==> src/rtl/sram_port_arbiter.sv <==
// sram_port_arbiter
//
// Shares port A of a 32 x 16-bit, two-byte-lane SRAM among NREQ requesters.
// A combinational round-robin picks one valid requester per cycle; the
// winner's command is registered onto the SRAM port (stage 1) and a small
// tag (winner index + is-read) follows it one stage further (stage 2), so
// read data comes back to the right requester exactly two cycles after the
// accept.
//
// Ports
//   clk, rst        : rising-edge clock, synchronous active-high reset
//   req_valid/we    : per-requester command valid and write flag (NREQ)
//   req_addr        : packed addresses, requester i at [i*AW +: AW]
//   req_wdata       : packed write data, requester i at [i*DW +: DW]
//   req_be          : packed byte enables, requester i at [i*BEW +: BEW]
//   req_ready       : one-hot grant, command accepted when valid & ready
//   rsp_valid       : one-hot pulse per completed read
//   rsp_rdata       : read data while any rsp_valid bit is set, else 0
//   sram_en/we      : SRAM en_a / we_a
//   sram_byte_en    : SRAM byte_en_a (zero for reads)
//   sram_addr/din   : SRAM addr_a / din_a
//   sram_dout       : SRAM dout_a, registered by the SRAM on a read edge

module sram_port_arbiter #(
    parameter int NREQ = 4,
    parameter int AW   = 5,
    parameter int DW   = 16,
    parameter int BEW  = 2
) (
    input  logic                clk,
    input  logic                rst,
    input  logic [NREQ-1:0]     req_valid,
    input  logic [NREQ-1:0]     req_we,
    input  logic [NREQ*AW-1:0]  req_addr,
    input  logic [NREQ*DW-1:0]  req_wdata,
    input  logic [NREQ*BEW-1:0] req_be,
    output logic [NREQ-1:0]     req_ready,
    output logic [NREQ-1:0]     rsp_valid,
    output logic [DW-1:0]       rsp_rdata,
    output logic                sram_en,
    output logic                sram_we,
    output logic [BEW-1:0]      sram_byte_en,
    output logic [AW-1:0]       sram_addr,
    output logic [DW-1:0]       sram_din,
    input  logic [DW-1:0]       sram_dout
);

    localparam int IW = (NREQ > 1) ? $clog2(NREQ) : 1;

    logic [IW-1:0]   last_grant;
    logic [IW-1:0]   win_idx;
    logic [IW-1:0]   cand_idx;
    logic            win_found;
    logic [NREQ-1:0] grant;
    logic            accept;

    logic            s1_rd;
    logic [IW-1:0]   s1_tag;
    logic            s2_rd;
    logic [IW-1:0]   s2_tag;

    logic [AW-1:0]   cmd_addr  [NREQ];
    logic [DW-1:0]   cmd_wdata [NREQ];
    logic [BEW-1:0]  cmd_be    [NREQ];

    // Unpack the flat per-requester buses so the winner can be indexed directly.
    for (genvar g = 0; g < NREQ; g++) begin : g_unpack
        assign cmd_addr[g]  = req_addr[g*AW +: AW];
        assign cmd_wdata[g] = req_wdata[g*DW +: DW];
        assign cmd_be[g]    = req_be[g*BEW +: BEW];
    end

    // Round-robin search: walk NREQ candidates starting just after the last
    // winner, so last_grant itself is checked last.
    always_comb begin
        win_found = 1'b0;
        win_idx   = '0;
        cand_idx  = '0;
        grant     = '0;
        for (int k = 1; k <= NREQ; k++) begin
            cand_idx = IW'((int'(last_grant) + k) % NREQ);
            if (!win_found && req_valid[cand_idx]) begin
                win_found       = 1'b1;
                win_idx         = cand_idx;
                grant[cand_idx] = 1'b1;
            end
        end
    end

    // Grants are suppressed while reset is held.
    assign req_ready = rst ? '0 : grant;
    assign accept    = win_found && !rst;

    // Stage 1 registers the winning command onto the SRAM port; stage 2 only
    // carries the tag so it lines up with the SRAM's registered read data.
    // Address, data and byte enables hold on idle cycles; only en/we drop.
    always_ff @(posedge clk) begin
        if (rst) begin
            last_grant   <= IW'(NREQ - 1);
            sram_en      <= 1'b0;
            sram_we      <= 1'b0;
            sram_byte_en <= '0;
            sram_addr    <= '0;
            sram_din     <= '0;
            s1_rd        <= 1'b0;
            s1_tag       <= '0;
            s2_rd        <= 1'b0;
            s2_tag       <= '0;
        end else begin
            s2_rd  <= s1_rd;
            s2_tag <= s1_tag;
            if (accept) begin
                last_grant   <= win_idx;
                sram_en      <= 1'b1;
                sram_we      <= req_we[win_idx];
                sram_byte_en <= req_we[win_idx] ? cmd_be[win_idx] : '0;
                sram_addr    <= cmd_addr[win_idx];
                sram_din     <= cmd_wdata[win_idx];
                s1_rd        <= !req_we[win_idx];
                s1_tag       <= win_idx;
            end else begin
                sram_en <= 1'b0;
                sram_we <= 1'b0;
                s1_rd   <= 1'b0;
            end
        end
    end

    // The SRAM has already registered dout by the time the tag reaches
    // stage 2, so the data is passed straight through to the requester.
    always_comb begin
        rsp_valid = '0;
        rsp_rdata = '0;
        if (s2_rd) begin
            rsp_valid[s2_tag] = 1'b1;
            rsp_rdata         = sram_dout;
        end
    end

endmodule
==> config.mk <==
export PLATFORM = sky130hd
export DESIGN_NAME = sram_port_arbiter
export DESIGN_NICKNAME = d
export VERILOG_FILES = /design/src/rtl/sram_port_arbiter.sv
export SDC_FILE = /design/constraint.sdc
export NUM_CORES = 1
export LEC_CHECK = 0
export CELL_PAD_IN_SITES_DETAIL_PLACEMENT = 0
export CELL_PAD_IN_SITES_GLOBAL_PLACEMENT = 2
export CORE_ASPECT_RATIO = 0.6
export CORE_MARGIN = 1.5
export CORE_UTILIZATION = 20
export CTS_BUF_LIST = sky130_fd_sc_hd__clkbuf_4 sky130_fd_sc_hd__clkbuf_8
export DETAILED_ROUTE_END_ITERATION = 12
export GPL_TIMING_DRIVEN = 0
export PLACE_DENSITY = 0.84
export SETUP_SLACK_MARGIN = 0.15
export SYNTH_ARGS = -nofsm -noshare
export SYNTH_HDL_FRONTEND = slang
export SYNTH_SLANG_ARGS = --single-unit
==> constraint.sdc <==
create_clock -name clk -period 4.75 [get_ports clk]
set_input_delay 1.425 -clock clk [delete_from_list [all_inputs] [get_ports clk]]
set_output_delay 1.425 -clock clk [all_outputs]
set_load 0.005 [all_outputs]
==> impl_metrics.env <==
export IMPL_netlist_cell_type_count=46
export IMPL_final_layout_size_suffix_gt1_share_pct=12.07
export IMPL_number_of_global_route_vias_before_repair=4378
export IMPL_worst_endpoint_required_ns=3.32
export IMPL_worstMarginPinSlew_ns=0.8653
export IMPL_crit_type="in2out"
export IMPL_cts_clk_slew_worst_paths_ns=0.07
export IMPL_hp_class="reg2reg"
export IMPL_h_tree_depth=2
export IMPL_slew_headroom_pct=42.10
export IMPL_dp_cells=855
export IMPL_cts_tree="done"
export IMPL_timing_rr_start="last_grant[0]"
export IMPL_yosys_top_cells_count="45 x sky130_fd_sc_hd__nor2_1, 41 x sky130_fd_sc_hd__nand2b_1, 35 x sky130_fd_sc_hd__clkbuf_1"
export IMPL_multi_input_comb_area_sq_um=2585
export IMPL_gpl_final_weighted_congestion=0.8630
export IMPL_hold_violations=0
export IMPL_post_route_period_util_pct=95.68
export IMPL_placeableCoreArea_sq_um=17040
export IMPL_cts_made_buffers=5
export IMPL_clk_insertion_delay_late_ns=0.29
export IMPL_powerDensity_nw_per_um2=672.2
export IMPL_max_cap_viol_count=0
export IMPL_dr_pass1_iters=5
export IMPL_globalRoute_totalOverflow=0
export IMPL_avgViaCountPerCell=5.186
export IMPL_worst_r2r_endpoint="sram_din[8]"
export IMPL_yosysWarningCount=0
export IMPL_drtAntennaViolNets=0
export IMPL_run_status="complete, no violations"
export IMPL_synth_nets=582
export IMPL_ios=167
export IMPL_slew_viol_final=0
export IMPL_worst_case_clock_buffer_depth=2
export IMPL_grt_setup_unrepaired="false"
export IMPL_avgSynthCellArea_sq_um=7.609
export IMPL_cts_hold_buf=0
export IMPL_final_setup_skew_ns=0.01007
export IMPL_synth_seq_area_share_pct=19.04
export IMPL_fillerInstances=1827
export IMPL_synth_most_common_cell="sky130_fd_sc_hd__nor2_1"
export IMPL_synth_enable_flop_cells=0
export IMPL_leakage_nw=2.030
export IMPL_detail_route_wirelength_um=17280
export IMPL_grt_first_pass_wirelength_um=25990
export IMPL_synthToLayoutAreaGrowth_pct=64.77
export IMPL_antenna_diode_count=0
export IMPL_die_area_sq_um=18170
export IMPL_route_detailed_wl_per_inst_um=19.81
export IMPL_grt_max_degree=14
export IMPL_timing_final_setup_violations=0
export IMPL_timing_critical_path_to_type="primary output"
export IMPL_post_synth_top_area_fraction_pct=19.04
export IMPL_std_cell_rows=37
export IMPL_instances_no_fill=872
export IMPL_finalNetCount=763
export IMPL_start_util_pct=20.37
export IMPL_grt_antenna_before_repair=0
export IMPL_worstSetupEndpoint="req_ready[0]"
export IMPL_grt_total_usage_pct=18.34
export IMPL_netlist_area_sq_um=3470
export IMPL_data_arrival_time_at_the_worst_slack_endpoint_ns=3.12
export IMPL_clkSinkCount=33
export IMPL_postSynth_topFlopCell="sky130_fd_sc_hd__dfxtp_1"
export IMPL_tns_ns=0
export IMPL_fmax_achieved_mhz=220.0
export IMPL_layout_min_cycle_time_ns=4.545
export IMPL_synth_async_sr_flop_share_pct=0
export IMPL_chipWidth_um=173.0
export IMPL_regArea_sq_um=665.6
export IMPL_peakVddDrop_mv=0.2548
export IMPL_critPathLaunch="req_valid[0]"
export IMPL_timing_reg2reg_setup_slack_ns=0.99
export IMPL_cts_root_buffer_cell="sky130_fd_sc_hd__clkbuf_8"
export IMPL_detailed_place_hpwl_um=13350
export IMPL_die_y_um=105.0
export IMPL_synth_largest_area_cell="sky130_fd_sc_hd__dfxtp_1"
export IMPL_drt_initial_drc_count=405
export IMPL_yosys_register_bits=33
export IMPL_cp_start_kind="input port"
export IMPL_synth_top_cells_by_area="sky130_fd_sc_hd__dfxtp_1 19%, sky130_fd_sc_hd__nand2b_1 7.4%, sky130_fd_sc_hd__o32ai_1 5.8%, sky130_fd_sc_hd__nor2_1 4.9%, sky130_fd_sc_hd__a21oi_1 4.5%"
export IMPL_dr_total_vias=4522
export IMPL_detail_route_drc_violations=0
export IMPL_path_max_fanout=7
export IMPL_r2r_worst_path_cells=15
export IMPL_synthesis_instances=456
export IMPL_port_buffers=165
[state kept, by name, indices dropped and copies added (netlist names)]
register and cells:
s2_rd 1, sram_addr 5, s1_tag 2, s1_rd 1, sram_din 16, last_grant 2
s2_tag 2, sram_we 1, sram_byte_en 2, sram_en 1
[worst min-delay path by stage]
stage | slack (ns) | depth (start not counted) | endpoint | startpoint
after floorplan | 0.41 | 1 | s2_rd | s1_rd
after global placement | 0.43 | 1 | s2_rd | s1_rd
after detailed placement | 0.44 | 1 | s2_rd | s1_rd
after CTS | 0.45 | 1 | s2_rd | s1_rd
after global routing | 0.46 | 1 | s2_rd | s1_rd
final | 0.45 | 1 | s2_rd | s1_rd
[layout make-up]
class | instances | share of cell area (%)
Clock inverter | 3 | 0.3064
Sequential cell | 33 | 11.64
Buffer | 58 | 6.391
Multi-Input combinational cell | 359 | 45.22
Tap cell | 234 | 5.121
Clock buffer | 5 | 1.204
Timing Repair Buffer | 174 | 29.66
Inverter | 6 | 0.4596
[metrics by stage]
step                      util, %  hold WS, ns  total power, W  worst slack, ns  cell area (sq um)
final                       33.56       0.4527        0.003843           0.2054               5717
after CTS                   33.04       0.4544        0.003714           0.1698               5629
after floorplan                 -       0.4138        0.002254           0.2316               3476
after global routing        33.56       0.4619        0.004109           0.1480               5717
after global placement      31.82       0.4309        0.003303          -0.9665               5420
after detailed placement    31.82       0.4379        0.003342           -1.004               5420
[per-layer routing]
metal | track usage (%) | wire length, um | vias up | part of all wire (%)
met5 | 0 | 0 | - | 0
met4 | 2.795 | 161 | 0 | 0.93
met3 | 5.386 | 1691 | 14 | 9.8
met2 | 26.67 | 7104 | 230 | 41
met1 | 26.75 | 8317 | 2176 | 48
li1 | - | - | 2102 | -
[cells by family (layout without fill, tap and decap cells)]
group | count (synthesis) | count (layout) | share of synthesized area (%)
AO/OA/AOI/OAI | 182 | 182 | 40.14
AND/OR/NAND/NOR | 161 | 161 | 25.75
buffers and inverters | 64 | 246 | 8.366
flip-flops | 33 | 33 | 19.04
adder cells (fa/ha/maj) | 8 | 8 | 2.885
multiplexers | 8 | 8 | 3.823
[power breakdown]
group          switching (W)  internal, W
registers          0.0000733     0.000405
clock network       0.000110     0.000101
logic                0.00183      0.00132
[cells in the final DEF (no fill, tap or decap), types with 8 or more instances in the layout]
master / n
sky130_fd_sc_hd__o21ai_0: 15
sky130_fd_sc_hd__a211oi_1: 17
sky130_fd_sc_hd__buf_2: 14
sky130_fd_sc_hd__a211o_1: 15
sky130_fd_sc_hd__and2_1: 16
sky130_fd_sc_hd__dfxtp_1: 31
sky130_fd_sc_hd__or3_1: 15
sky130_fd_sc_hd__buf_4: 17
sky130_fd_sc_hd__a22oi_1: 17
sky130_fd_sc_hd__clkbuf_1: 29
sky130_fd_sc_hd__o32a_1: 14
sky130_fd_sc_hd__nor3_1: 9
sky130_fd_sc_hd__clkdlybuf4s50_1: 158
sky130_fd_sc_hd__nor2_1: 44
sky130_fd_sc_hd__o21a_1: 15
sky130_fd_sc_hd__a2111oi_0: 15
sky130_fd_sc_hd__nand2b_1: 40
sky130_fd_sc_hd__clkbuf_8: 8
sky130_fd_sc_hd__a21oi_1: 31
sky130_fd_sc_hd__o32ai_1: 23
sky130_fd_sc_hd__nor3b_1: 17
[critical path, cell delays in order]
cell	delay, ns
sky130_fd_sc_hd__buf_4	0.14
sky130_fd_sc_hd__mux4_2	0.50
sky130_fd_sc_hd__buf_6	0.14
sky130_fd_sc_hd__nor2b_2	0.15
sky130_fd_sc_hd__clkbuf_8	0.15
sky130_fd_sc_hd__a22oi_2	0.15
sky130_fd_sc_hd__nor2_2	0.06
sky130_fd_sc_hd__a221oi_2	0.17
sky130_fd_sc_hd__nor2_1	0.08
sky130_fd_sc_hd__buf_2	0.15
[timing repair]
action,in CTS,in global routing
pin swaps,1,3
setup endpoints to repair,4,4
gates resized for setup,61,22
buffers inserted,6,3
Power figures use the tool's default switching activity.
